**config.mk**
```make
export PLATFORM = sky130hd
export DESIGN_NAME = pipeline_dec_exe_reg
export DESIGN_NICKNAME = d
export VERILOG_FILES = /design/src/rtl/pipeline_dec_exe_reg.sv
export SDC_FILE = /design/constraint.sdc
export NUM_CORES = 1
export LEC_CHECK = 0
export ABC_AREA = 1
export ABC_CLOCK_PERIOD_IN_PS = 7600
export CORE_ASPECT_RATIO = 1.2
export CORE_MARGIN = 2
export CORE_UTILIZATION = 30
export DETAILED_ROUTE_END_ITERATION = 6
export SYNTH_ARGS = -nofsm -noshare
export SYNTH_HDL_FRONTEND = slang
export SYNTH_SLANG_ARGS = --single-unit
export TNS_END_PERCENT = 1
```
**constraint.sdc**
```tcl
create_clock -name clk -period 7.6 [get_ports clk]
set_input_delay 1.14 -clock clk [delete_from_list [all_inputs] [get_ports clk]]
set_output_delay 1.14 -clock clk [all_outputs]
set_load 0.01 [all_outputs]
```
**src/rtl/pipeline_dec_exe_reg.sv**
```systemverilog
`default_nettype none
// +--------------------------------------------------------------------------+
// | pipeline_dec_exe_reg : decode-to-execute register with stall/flush/valid |
// | Revision 1.0                                                             |
// +--------------------------------------------------------------------------+
module pipeline_dec_exe_reg #(
  parameter int WIDTH  = 32,
  parameter int REG_AW = 5,
  parameter int CNT_W  = 16
) (
  input  logic              clk,
  input  logic              rst,
  input  logic              StallE,
  input  logic              FlushE,
  input  logic              ValidD,
  input  logic [WIDTH-1:0]  RD1D,
  input  logic [WIDTH-1:0]  RD2D,
  input  logic [WIDTH-1:0]  PCD,
  input  logic [WIDTH-1:0]  ExtImmD,
  input  logic [WIDTH-1:0]  PCPlus4D,
  input  logic [REG_AW-1:0] Rs1D,
  input  logic [REG_AW-1:0] Rs2D,
  input  logic [REG_AW-1:0] RdD,
  input  logic              RegWriteD,
  input  logic [1:0]        ResultSrcD,
  input  logic              MemWriteD,
  input  logic              MemReadD,
  input  logic [2:0]        PcSrcD,
  input  logic [3:0]        ALUctrlD,
  input  logic              ALUsrcD,
  input  logic              WD3SrcD,
  input  logic [2:0]        AddrModeD,
  output logic              ValidE,
  output logic [WIDTH-1:0]  RD1E,
  output logic [WIDTH-1:0]  RD2E,
  output logic [WIDTH-1:0]  PCE,
  output logic [WIDTH-1:0]  ExtImmE,
  output logic [WIDTH-1:0]  PCPlus4E,
  output logic [REG_AW-1:0] Rs1E,
  output logic [REG_AW-1:0] Rs2E,
  output logic [REG_AW-1:0] RdE,
  output logic              RegWriteE,
  output logic [1:0]        ResultSrcE,
  output logic              MemWriteE,
  output logic              MemReadE,
  output logic [2:0]        PcSrcE,
  output logic [3:0]        ALUctrlE,
  output logic              ALUsrcE,
  output logic              WD3SrcE,
  output logic [2:0]        AddrModeE,
  output logic [CNT_W-1:0]  StallCnt,
  output logic [CNT_W-1:0]  BubbleCnt
);

  localparam int BW = 5*WIDTH + 3*REG_AW + 17;

  logic [BW-1:0]    bundle_d, bundle_q;
  logic             valid_d, valid_q;
  logic [CNT_W-1:0] stall_cnt_d, stall_cnt_q;
  logic [CNT_W-1:0] bubble_cnt_d, bubble_cnt_q;
  logic             stall_inc, bubble_inc;

  // Whole D-side bundle travels as one vector so no field can be missed.
  assign bundle_d = {RD1D, RD2D, PCD, ExtImmD, PCPlus4D, Rs1D, Rs2D, RdD,
                     RegWriteD, ResultSrcD, MemWriteD, MemReadD, PcSrcD,
                     ALUctrlD, ALUsrcD, WD3SrcD, AddrModeD};

  assign {RD1E, RD2E, PCE, ExtImmE, PCPlus4E, Rs1E, Rs2E, RdE,
          RegWriteE, ResultSrcE, MemWriteE, MemReadE, PcSrcE,
          ALUctrlE, ALUsrcE, WD3SrcE, AddrModeE} = bundle_q;

  assign ValidE    = valid_q;
  assign StallCnt  = stall_cnt_q;
  assign BubbleCnt = bubble_cnt_q;

  // A flush only counts as a bubble if it kills an instruction that would
  // otherwise have occupied the E slot.
  assign stall_inc  = StallE & ~FlushE;
  assign bubble_inc = FlushE & (StallE ? valid_q : ValidD);

  always_comb begin
    stall_cnt_d  = stall_cnt_q;
    bubble_cnt_d = bubble_cnt_q;
    if (stall_inc && (stall_cnt_q != {CNT_W{1'b1}}))
      stall_cnt_d = stall_cnt_q + CNT_W'(1);
    if (bubble_inc && (bubble_cnt_q != {CNT_W{1'b1}}))
      bubble_cnt_d = bubble_cnt_q + CNT_W'(1);
  end

  always_comb begin
    valid_d = valid_q;
    if (FlushE)
      valid_d = 1'b0;
    else if (!StallE)
      valid_d = ValidD;
  end

  always_ff @(posedge clk or posedge rst) begin
    if (rst) begin
      bundle_q     <= '0;
      valid_q      <= 1'b0;
      stall_cnt_q  <= '0;
      bubble_cnt_q <= '0;
    end else begin
      if (FlushE)
        bundle_q <= '0;
      else if (!StallE)
        bundle_q <= bundle_d;
      valid_q      <= valid_d;
      stall_cnt_q  <= stall_cnt_d;
      bubble_cnt_q <= bubble_cnt_d;
    end
  end

endmodule
`default_nettype wire

```
==> flow_summary_export.csv <==
group,metric,value,unit
layout,finalNetCount,1731,
routing,wl_met3,2360,um
pwr,intPower,0.00244,W
synth,mappedNetlistNets,1340,
worst_setup_path,cp_max_fo,124,
sta,period_needed,2830,ps
synth,ys_warn_count,0,
floorplan,design.die.area,33600,um2
routing,wl_per_cell,16.4,um
routing,vias,8984,
pwr,p_comb_share,15.9,%
routing,drtIter0Drc,555,
routing,ant_nets,0,
sta,setup_viol,0,
flow_run,cap_viol_max_count,0,
worst_hold_path,hold_path_class,"flip-flop to flip-flop",
grt,grt_max_degree,125,
floorplan,io_pins,422,
cts,cts_hold_buf,0,
pwr,clockPowerShare,43.2,%
pwr,switching_share,25.8,%
routing,drt-pass1-iter-count,5,
worst_setup_path,critPathArrivalTime,3340,ps
floorplan,core.rowCount,71,
cts,cts_buffers,27,
sta,slew-limit-headroom,27.5,%
pwr,p_sw,0.000848,W
synth,ys_seq_area_share,58.3,%
sta,fin_setup_tns,0,ps
floorplan,start_util,30.6,%
sta,holdWs,467,ps
sta,slew_viol_final,0,
sta,worst_slew_pin_slew,1090,ps
sta,clock_skew,6.10,ps
grt,grt_overflow_total,0,
place,place_ws,4100,ps
cts,cts.sinks,225,
place,numPortBuffers,421,
run_status,status,"complete, no violations",
cts,cts_setup_buffers,0,
routing,topRoutingLayerUsed,"met4",
pwr,p_per_area,218,nW/um2
routing,wl_met1,12800,um
cts,path_clk_slew,60,ps
cts,ctsResizeCount,0,
cts,htree_levels,1,
cts,cts_tree,"done",
synth,syn_area,9660,um2
worst_setup_path,worstPathRequired,8110,ps
worst_setup_path,endpoint_kind,"asynchronous set/reset pin",
synth,syn_inst,1141,
synth,post_synth_num_cell_types,28,
place,gp_congestion,0.796,
grt,grt_use_total,18.5,%
sta,rsz0062_at_grt,"no",
cts,ctsRootBufferMaster,"clkbuf_16",
floorplan,die_y,201,um
pwr,cellLeakagePower,6.87,nW
layout,areaGrowthSynthToFinish,56.3,%
routing,vias_per_cell,4.60,
sta,finalCritPeriodShare,37.2,%
sta,fmax,353,MHz
grt,grt_pass1_wl,50200,um
routing,post-route-drc-count,0,
synth,avgSynthCellArea,8.46,um2
floorplan,die_w,168,um
worst_setup_path,start_kind,"primary input",
grt,grt_pass1_vias,8958,
routing,drt_wl_total,32000,um
place,hpwlAfterDp,22000,um
synth,ys_ff_latch,225,
pwr,worst_ir_drop_vdd,152,uV
grt,antenna_found_initial,1,
routing,met2WireLength,15800,um
sta,hold_violations,0,
pwr,power_frac_seq,41.0,%
cts,clock_path_buffers,3,
layout,fill_cells,3066,
sta,fin_ws,4770,ps
worst_setup_path,critical_path_class,"primary input to asynchronous set/reset pin",
cts,clkLatencyLatePin,540,ps
floorplan,coreArea,31500,um2
layout,drive_above_1_share,5.67,%
[area by class of cell]
cell class	count	area [um2]	area share (%)
Tap cell	401	502	3.32
Clock buffer	30	717	4.75
Inverter	32	134	0.887
Timing Repair Buffer	428	4260	28.2
Multi-Input combinational cell	818	3580	23.7
Clock inverter	18	268	1.77
Sequential cell	225	5630	37.3
Antenna cell	1	2.50	0.0166
[power by group through the flow]
stage / combinational [W] / clock [W] / sequential (W)
final: 0.000521 / 0.00142 / 0.00135
after global placement: 0.000526 / 0 / 0.00136
after global routing: 0.000570 / 0.00150 / 0.00136
after detailed placement: 0.000530 / 0 / 0.00137
after CTS: 0.000532 / 0.00146 / 0.00135
after floorplan: 0.000176 / 0 / 0.00139
[worst max-delay path: stages]
cell	delay, ps
clkdlybuf4s50_1	490
inv_8	580
buf_4	900
[routing by layer]
layer	vias to the layer above	GRT usage (%)
li1	4402	-
met1	4226	22.3
met2	300	31.7
met3	56	4.85
met4	0	6.89
met5	-	0
[cell families after synthesis]
group,share of synthesized area (%)
AO/OA/AOI/OAI,5.92
AND/OR/NAND/NOR,29.7
XOR/XNOR,1.18
buffers and inverters,4.61
flip-flops,58.3
adder cells (fa/ha/maj),0.259
[flip-flops by register name, summed over array words and instances (netlist names)]
name       count
ValidE         1
bundle_q     192
StallCnt      16
BubbleCnt     16
[layout by cell type (no fill, tap or decap), types with 5 or more instances in the layout]
master,count
a21oi_1,100
buf_4,9
bufinv_16,6
clkbuf_16,27
clkdlybuf4s50_1,419
clkinvlp_4,5
dfrtp_1,225
inv_1,25
nand2_1,523
nand2_2,6
nand3_1,105
nand4_1,9
nor2_1,31
nor2_4,6
o21ai_0,8
xnor2_1,8
xor2_1,5
[Yosys cell counts]
master	instances	area, um2
a21oi_2	1	8.76
buf_6	4	45.0
nand2_1	523	1960
clkbuf_1	24	90.1
buf_4	2	15.0
o21ai_0	8	40.0
nor2_2	4	25.0
o21ai_2	2	17.5
xnor2_1	8	70.1
nor2_4	6	67.6
o21ai_1	1	5.00
nand4_1	9	56.3
nand4_2	1	12.5
inv_1	27	101
clkinv_2	1	5.00
nand3_4	1	17.5
nand3b_1	2	15.0
a21oi_1	100	500
buf_1	5	18.8
dfrtp_1	225	5630
xor2_1	5	43.8
nand2_2	6	37.5
inv_2	4	15.0
ha_1	2	25.0
nor2_1	31	116
nand2_4	3	33.8
buf_2	31	155
nand3_1	105	526
[worst paths after layout]
check / slack (ps) / end / depth (start not counted) / start
min: 470 / bundle_q[39] / 2 / bundle_q[39]
min reg2reg: 470 / bundle_q[39] / 2 / bundle_q[39]
min in group asynchronous: 1140 / bundle_q[25] / 2 / rst
max: 4770 / bundle_q[6] / 3 / rst
max reg2reg: 5740 / BubbleCnt[2] / 8 / BubbleCnt[0]
max in group clk: 4830 / BubbleCnt[2] / 1 / BubbleCnt[2]
[per-stage QoR]
stage                     power, W  area (um2)  std cells  util, %
after floorplan            0.00157        9660       1141        -
after global placement     0.00189       14100       1904     44.7
after detailed placement   0.00190       14100       1904     44.7
after CTS                  0.00334       15100       1952     47.9
after global routing       0.00343       15100       1953     47.9
final                      0.00329       15100       1953     47.9
No activity file was read; power rests on OpenSTA's default activity.
